`src/rtl/regfile_sb.sv`:
```
// Two-read / two-write register file with a per-register busy scoreboard.
// Decode reserves destinations; writeback writes and releases them.
module regfile_sb #(
    parameter int DATA_W   = 16,
    parameter int ADDR_W   = 3,
    parameter int BYPASS   = 0,
    parameter int ZERO_REG = 0
) (
    input  logic              clk,
    input  logic              rst,
    input  logic [1:0]        write_en,
    input  logic [ADDR_W-1:0] reg_write_addr_0,
    input  logic [ADDR_W-1:0] reg_write_addr_1,
    input  logic [DATA_W-1:0] data_in_0,
    input  logic [DATA_W-1:0] data_in_1,
    input  logic [ADDR_W-1:0] read_addr_0,
    input  logic [ADDR_W-1:0] read_addr_1,
    output logic [DATA_W-1:0] read_data_0,
    output logic [DATA_W-1:0] read_data_1,
    input  logic              rsv_en,
    input  logic [ADDR_W-1:0] rsv_addr,
    output logic              read_busy_0,
    output logic              read_busy_1,
    output logic [ADDR_W:0]   busy_count
);

    localparam int DEPTH = 1 << ADDR_W;
    localparam int CW    = ADDR_W + 1;

    logic [DATA_W-1:0] regs [DEPTH];
    logic [DEPTH-1:0]  busy;
    logic [DEPTH-1:0]  busy_next;
    logic              we0, we1, rsv_ok;
    logic              clr0, clr1, inc;
    logic [1:0]        dec;

    // Requests aimed at a hard-wired zero register are dropped here, so
    // neither storage nor the scoreboard ever sees them.
    always_comb begin
        we0    = write_en[0] && !(ZERO_REG != 0 && reg_write_addr_0 == '0);
        we1    = write_en[1] && !(ZERO_REG != 0 && reg_write_addr_1 == '0);
        rsv_ok = rsv_en && !(ZERO_REG != 0 && rsv_addr == '0);
    end

    always_comb begin
        busy_next = busy;
        if (we0)
            busy_next[reg_write_addr_0] = 1'b0;
        if (we1)
            busy_next[reg_write_addr_1] = 1'b0;
        if (rsv_ok)
            busy_next[rsv_addr] = 1'b1;
        inc  = rsv_ok && !busy[rsv_addr];
        clr0 = we0 && busy[reg_write_addr_0] && !(rsv_ok && rsv_addr == reg_write_addr_0);
        // A second write to the same busy address releases nothing extra.
        clr1 = we1 && busy[reg_write_addr_1] && !(rsv_ok && rsv_addr == reg_write_addr_1)
               && !(we0 && reg_write_addr_0 == reg_write_addr_1);
        dec  = {1'b0, clr0} + {1'b0, clr1};
    end

    always_ff @(posedge clk) begin
        if (rst) begin
            for (int i = 0; i < DEPTH; i++)
                regs[i] <= '0;
            busy       <= '0;
            busy_count <= '0;
        end else begin
            if (we0)
                regs[reg_write_addr_0] <= data_in_0;
            if (we1)
                regs[reg_write_addr_1] <= data_in_1;
            busy       <= busy_next;
            busy_count <= busy_count + CW'(inc) - CW'(dec);
        end
    end

    logic [ADDR_W-1:0] raddr [2];
    logic [DATA_W-1:0] rdata [2];
    logic              rbusy [2];

    assign raddr[0]    = read_addr_0;
    assign raddr[1]    = read_addr_1;
    assign read_data_0 = rdata[0];
    assign read_data_1 = rdata[1];
    assign read_busy_0 = rbusy[0];
    assign read_busy_1 = rbusy[1];

    // Port 1 wins the bypass when both writes hit the read address, matching
    // what storage will hold after the edge.
    always_comb begin
        for (int p = 0; p < 2; p++) begin
            rdata[p] = regs[raddr[p]];
            rbusy[p] = busy[raddr[p]];
            if (BYPASS != 0) begin
                if (we1 && reg_write_addr_1 == raddr[p])
                    rdata[p] = data_in_1;
                else if (we0 && reg_write_addr_0 == raddr[p])
                    rdata[p] = data_in_0;
                if (((we0 && reg_write_addr_0 == raddr[p]) || (we1 && reg_write_addr_1 == raddr[p]))
                    && !(rsv_ok && rsv_addr == raddr[p]))
                    rbusy[p] = 1'b0;
            end
            if (rst || (ZERO_REG != 0 && raddr[p] == '0)) begin
                rdata[p] = '0;
                rbusy[p] = 1'b0;
            end
        end
    end

endmodule

```
`config.mk`:
```
export PLATFORM = sky130hd
export DESIGN_NAME = regfile_sb
export DESIGN_NICKNAME = d
export VERILOG_FILES = /design/src/rtl/regfile_sb.sv
export SDC_FILE = /design/constraint.sdc
export NUM_CORES = 1
export LEC_CHECK = 0
export ABC_AREA = 1
export CAP_MARGIN = 25
export CORE_MARGIN = 2
export CORE_UTILIZATION = 40
export DETAILED_ROUTE_END_ITERATION = 12
export PLACE_DENSITY = 0.7
export SETUP_SLACK_MARGIN = 0.4
export SYNTH_ARGS = -nofsm -noshare
export SYNTH_HDL_FRONTEND = slang
export SYNTH_SLANG_ARGS = --single-unit
export TNS_END_PERCENT = 5
```
`constraint.sdc`:
```
create_clock -name clk -period 5.93 [get_ports clk]
set_input_delay 1.779 -clock clk [delete_from_list [all_inputs] [get_ports clk]]
set_output_delay 1.779 -clock clk [all_outputs]
set_load 0.1 [all_outputs]
```
==> impl_metrics.csv <==
group,metric,value,unit
yosys,synth_top_family_by_area,"simple AND/OR/NAND/NOR gates",
die,die_w,159,µm
clock_tree,postCtsSetupRepairBufs,0,
grt,antenna_found_initial,1,
flow_run,cap_violations,0,
clock_tree,cts_max_level,4,
yosys,synth.area.top_cells,"edfxtp_1, nand2_1, nand3_1",
yosys,synth_nets,1311,
clock_tree,cts_tree,"built",
die,die_y,159,µm
grt,grt_pass1_wl,51500,µm
yosys,synthXorXnorAreaFrac,0.363,%
placed_design,gp_congestion,0.920,
yosys,ys_ff_latch,140,
die,die-area,0.0254,mm²
grt,grt_use_total,26.2,%
power_and_ir_drop,p_leak,4.82,nW
yosys,synth.distinct_cells,35,
die,initial_core_util,40.9,%
die,rows,56,
yosys,synth.area.mux_share,0,%
timing,rsz0062_at_grt,"no",
yosys,synth_fa_ha_area_share,0.803,%
timing,period_share,88.4,%
yosys,postSynth.asyncResetShare,0,%
yosys,yosysSeqAreaShare,42.3,%
finish,fin_util,48.9,%
drt,drt_iter0_markers,1507,
yosys,synth_flop_cell,"edfxtp_1",
grt,grt_pass1_vias,8788,
clock_tree,hold_buffers,0,
drt,dr.pass1.iters,6,
power_and_ir_drop,power_density,269,mW/mm²
finish,nets,1351,
power_and_ir_drop,peakVddDrop,0.000174,V
min_path,hp-class,"reg -> reg",
finish,num_antenna_cells,0,
critical_path,crit_path_end_kind,"output port",
grt,grt_max_degree,71,
clock_tree,cts_buffer_depth,2,
yosys,yosysMostFrequentCell,"nand2_1",
finish,final_cell_area,0.0116,mm²
timing,clock.fmax,0.191,GHz
clock_tree,cts_resized,0,
clock_tree,cts_root_buf,"clkbuf_16",
placed_design,place_area,0.0109,mm²
timing,tightestPinTransition,1080,ps
timing,fin_skew,4.33,ps
die,ioPinCount,90,
critical_path,worstPathMaxFanout,34,
clock_tree,clk_pin_slew,60,ps
clock_tree,cts_sinks,140,
yosys,synth_top_area_share,39.8,%
yosys,synth_largest_area_cell,"edfxtp_1",
run_status,status,"finished clean",
drt,vias_per_cell,5.80,
drt,wl_per_cell,20.5,µm
critical_path,path_class,"in -> out",
drt,drc,0,
die,core,0.0236,mm²
yosys,syn_area_per_cell,7.70,µm²
critical_path,reg2reg_slack,3190,ps
finish,areaGrowthSynthToFinish,19.6,%
finish,drive_gt1_share,15.5,%
yosys,synth_edf_count,128,
yosys,yosys-top-cells-count,"nand2_1, inv_1, nand3_1",
timing,max_slew_margin,27.5,%
yosys,synth_cells,1254,
timing,setup_viol_count_final,0,
grt,globalRouteOverflowTotal,0,
drt,num_vias,9438,
critical_path,ff2ff_path_depth,14,
min_path,hold_path_depth,2,
yosys,synth-compound-area-share,17.5,%
min_path,whs_endpoint,"busy[6]",
timing,finalHoldViolCount,0,
placed_design,io_buffers,89,
yosys,ys.warnings.count,0,
yosys,syn-cell-area,0.00966,mm²
critical_path,arrival,3460,ps
placed_design,dpl.hpwl,22600,µm
critical_path,worst_setup_path_start_kind,"input pin",
drt,wl,33300,µm
critical_path,timing.rr.end,"busy_count[3]",
critical_path,r2r_start,"busy[6]",
timing,fin_crit,5240,ps
drt,drtAntennaViolNets,0,
yosys,synthSimpleGateAreaFrac,27.6,%
timing,final.setup.tns,0,ps
clock_tree,cts_buffers,17,
timing,drv_slew,0,
finish,filler_cell_count,2254,
min_path,worstHoldStart,"busy[6]",
critical_path,cp_data_required_time,4150,ps
clock_tree,clk-insertion-delay-late,430,ps
==> stage by stage <==
step	hold slack (ps)	cells	setup WS [ps]	power, mW
floorplan	459	1254	470	1.70
global placement	478	1592	696	1.96
detailed placement	475	1593	712	1.97
CTS	486	1625	713	3.08
global route	516	1626	584	3.19
finish	487	1626	689	3.10
==> logic make-up (layout without fill, tap and decap cells) <==
| group | Yosys count | count (layout) |
|---|---|---|
| and+or+nand+nor | 601 | 601 |
| AOI/OAI and AO/OA | 253 | 253 |
| buffers and inverters | 251 | 304 |
| DFF | 140 | 140 |
| adders and majority gates | 5 | 5 |
| xor gates and xnor gates | 4 | 4 |
==> registers in the layout, indices dropped and copies added, names as in the netlist <==
signal      count
busy            8
busy_count      4
regs          128
==> how the worst max path moves through the flow <==
| stage | from | endpoint | slack [ps] | depth (start not counted) |
|---|---|---|---|---|
| finish | rst | read_data_1[14] | 690 | 6 |
| global route | rst | read_data_1[14] | 580 | 6 |
| CTS | rst | read_data_1[14] | 710 | 6 |
| detailed placement | rst | read_data_1[14] | 710 | 6 |
| global placement | rst | read_data_1[5] | 700 | 6 |
| floorplan | read_addr_0[1] | read_busy_0 | 470 | 6 |
==> cell type report <==
cell class	instances	area [µm²]	share of cell area, %
Timing Repair Buffer	105	1360	11.8
Multi-Input combinational cell	863	4460	38.6
Sequential cell	140	4080	35.4
Inverter	167	633	5.48
Clock inverter	15	189	1.64
Clock buffer	17	425	3.68
Tap cell	319	399	3.46
==> power by group <==
| group | leakage (nW) | internal (mW) | switching, mW |
|---|---|---|---|
| clock | 0.284 | 0.669 | 0.466 |
| sequential | 1.35 | 1.16 | 0.0288 |
| combinational | 3.18 | 0.227 | 0.550 |
==> worst max-delay path, cell delays in order <==
cell and delay [ps]:
clkdlybuf4s50_1 440, inv_2 500, buf_4 230, nand2_1 50
nor2_1 220, buf_12 210
==> layout by cell type, fill, tap and decap left out, types with 3 or more instances in the layout <==
| cell | count |
|---|---|
| edfxtp_1 | 128 |
| buf_12 | 35 |
| inv_2 | 11 |
| bufinv_16 | 3 |
| clkbuf_16 | 17 |
| buf_4 | 13 |
| nand2_2 | 31 |
| o22ai_2 | 20 |
| o22ai_1 | 48 |
| buf_2 | 4 |
| o211ai_1 | 38 |
| nand3_1 | 130 |
| o21ai_0 | 45 |
| nor2_4 | 7 |
| ha_1 | 3 |
| nand4_2 | 3 |
| clkinv_1 | 6 |
| nor2_1 | 83 |
| nor2_2 | 5 |
| o21ai_1 | 33 |
| inv_1 | 148 |
| o21ai_2 | 30 |
| clkinvlp_4 | 5 |
| inv_6 | 3 |
| clkdlybuf4s50_1 | 51 |
| a21oi_1 | 37 |
| nand3_2 | 5 |
| dfxtp_1 | 12 |
| nand4_1 | 6 |
| nand2_1 | 329 |
==> routing by layer <==
layer  vias to the layer above  global-route usage, %  wire (µm)
met4                         2                   11.6       1150
met5                         -                      0         15
li1                       4285                      -          -
met3                        87                   5.57       3600
met2                       636                   41.1      15500
met1                      4428                   34.9      13100
(Power assumes the default switching activity.)
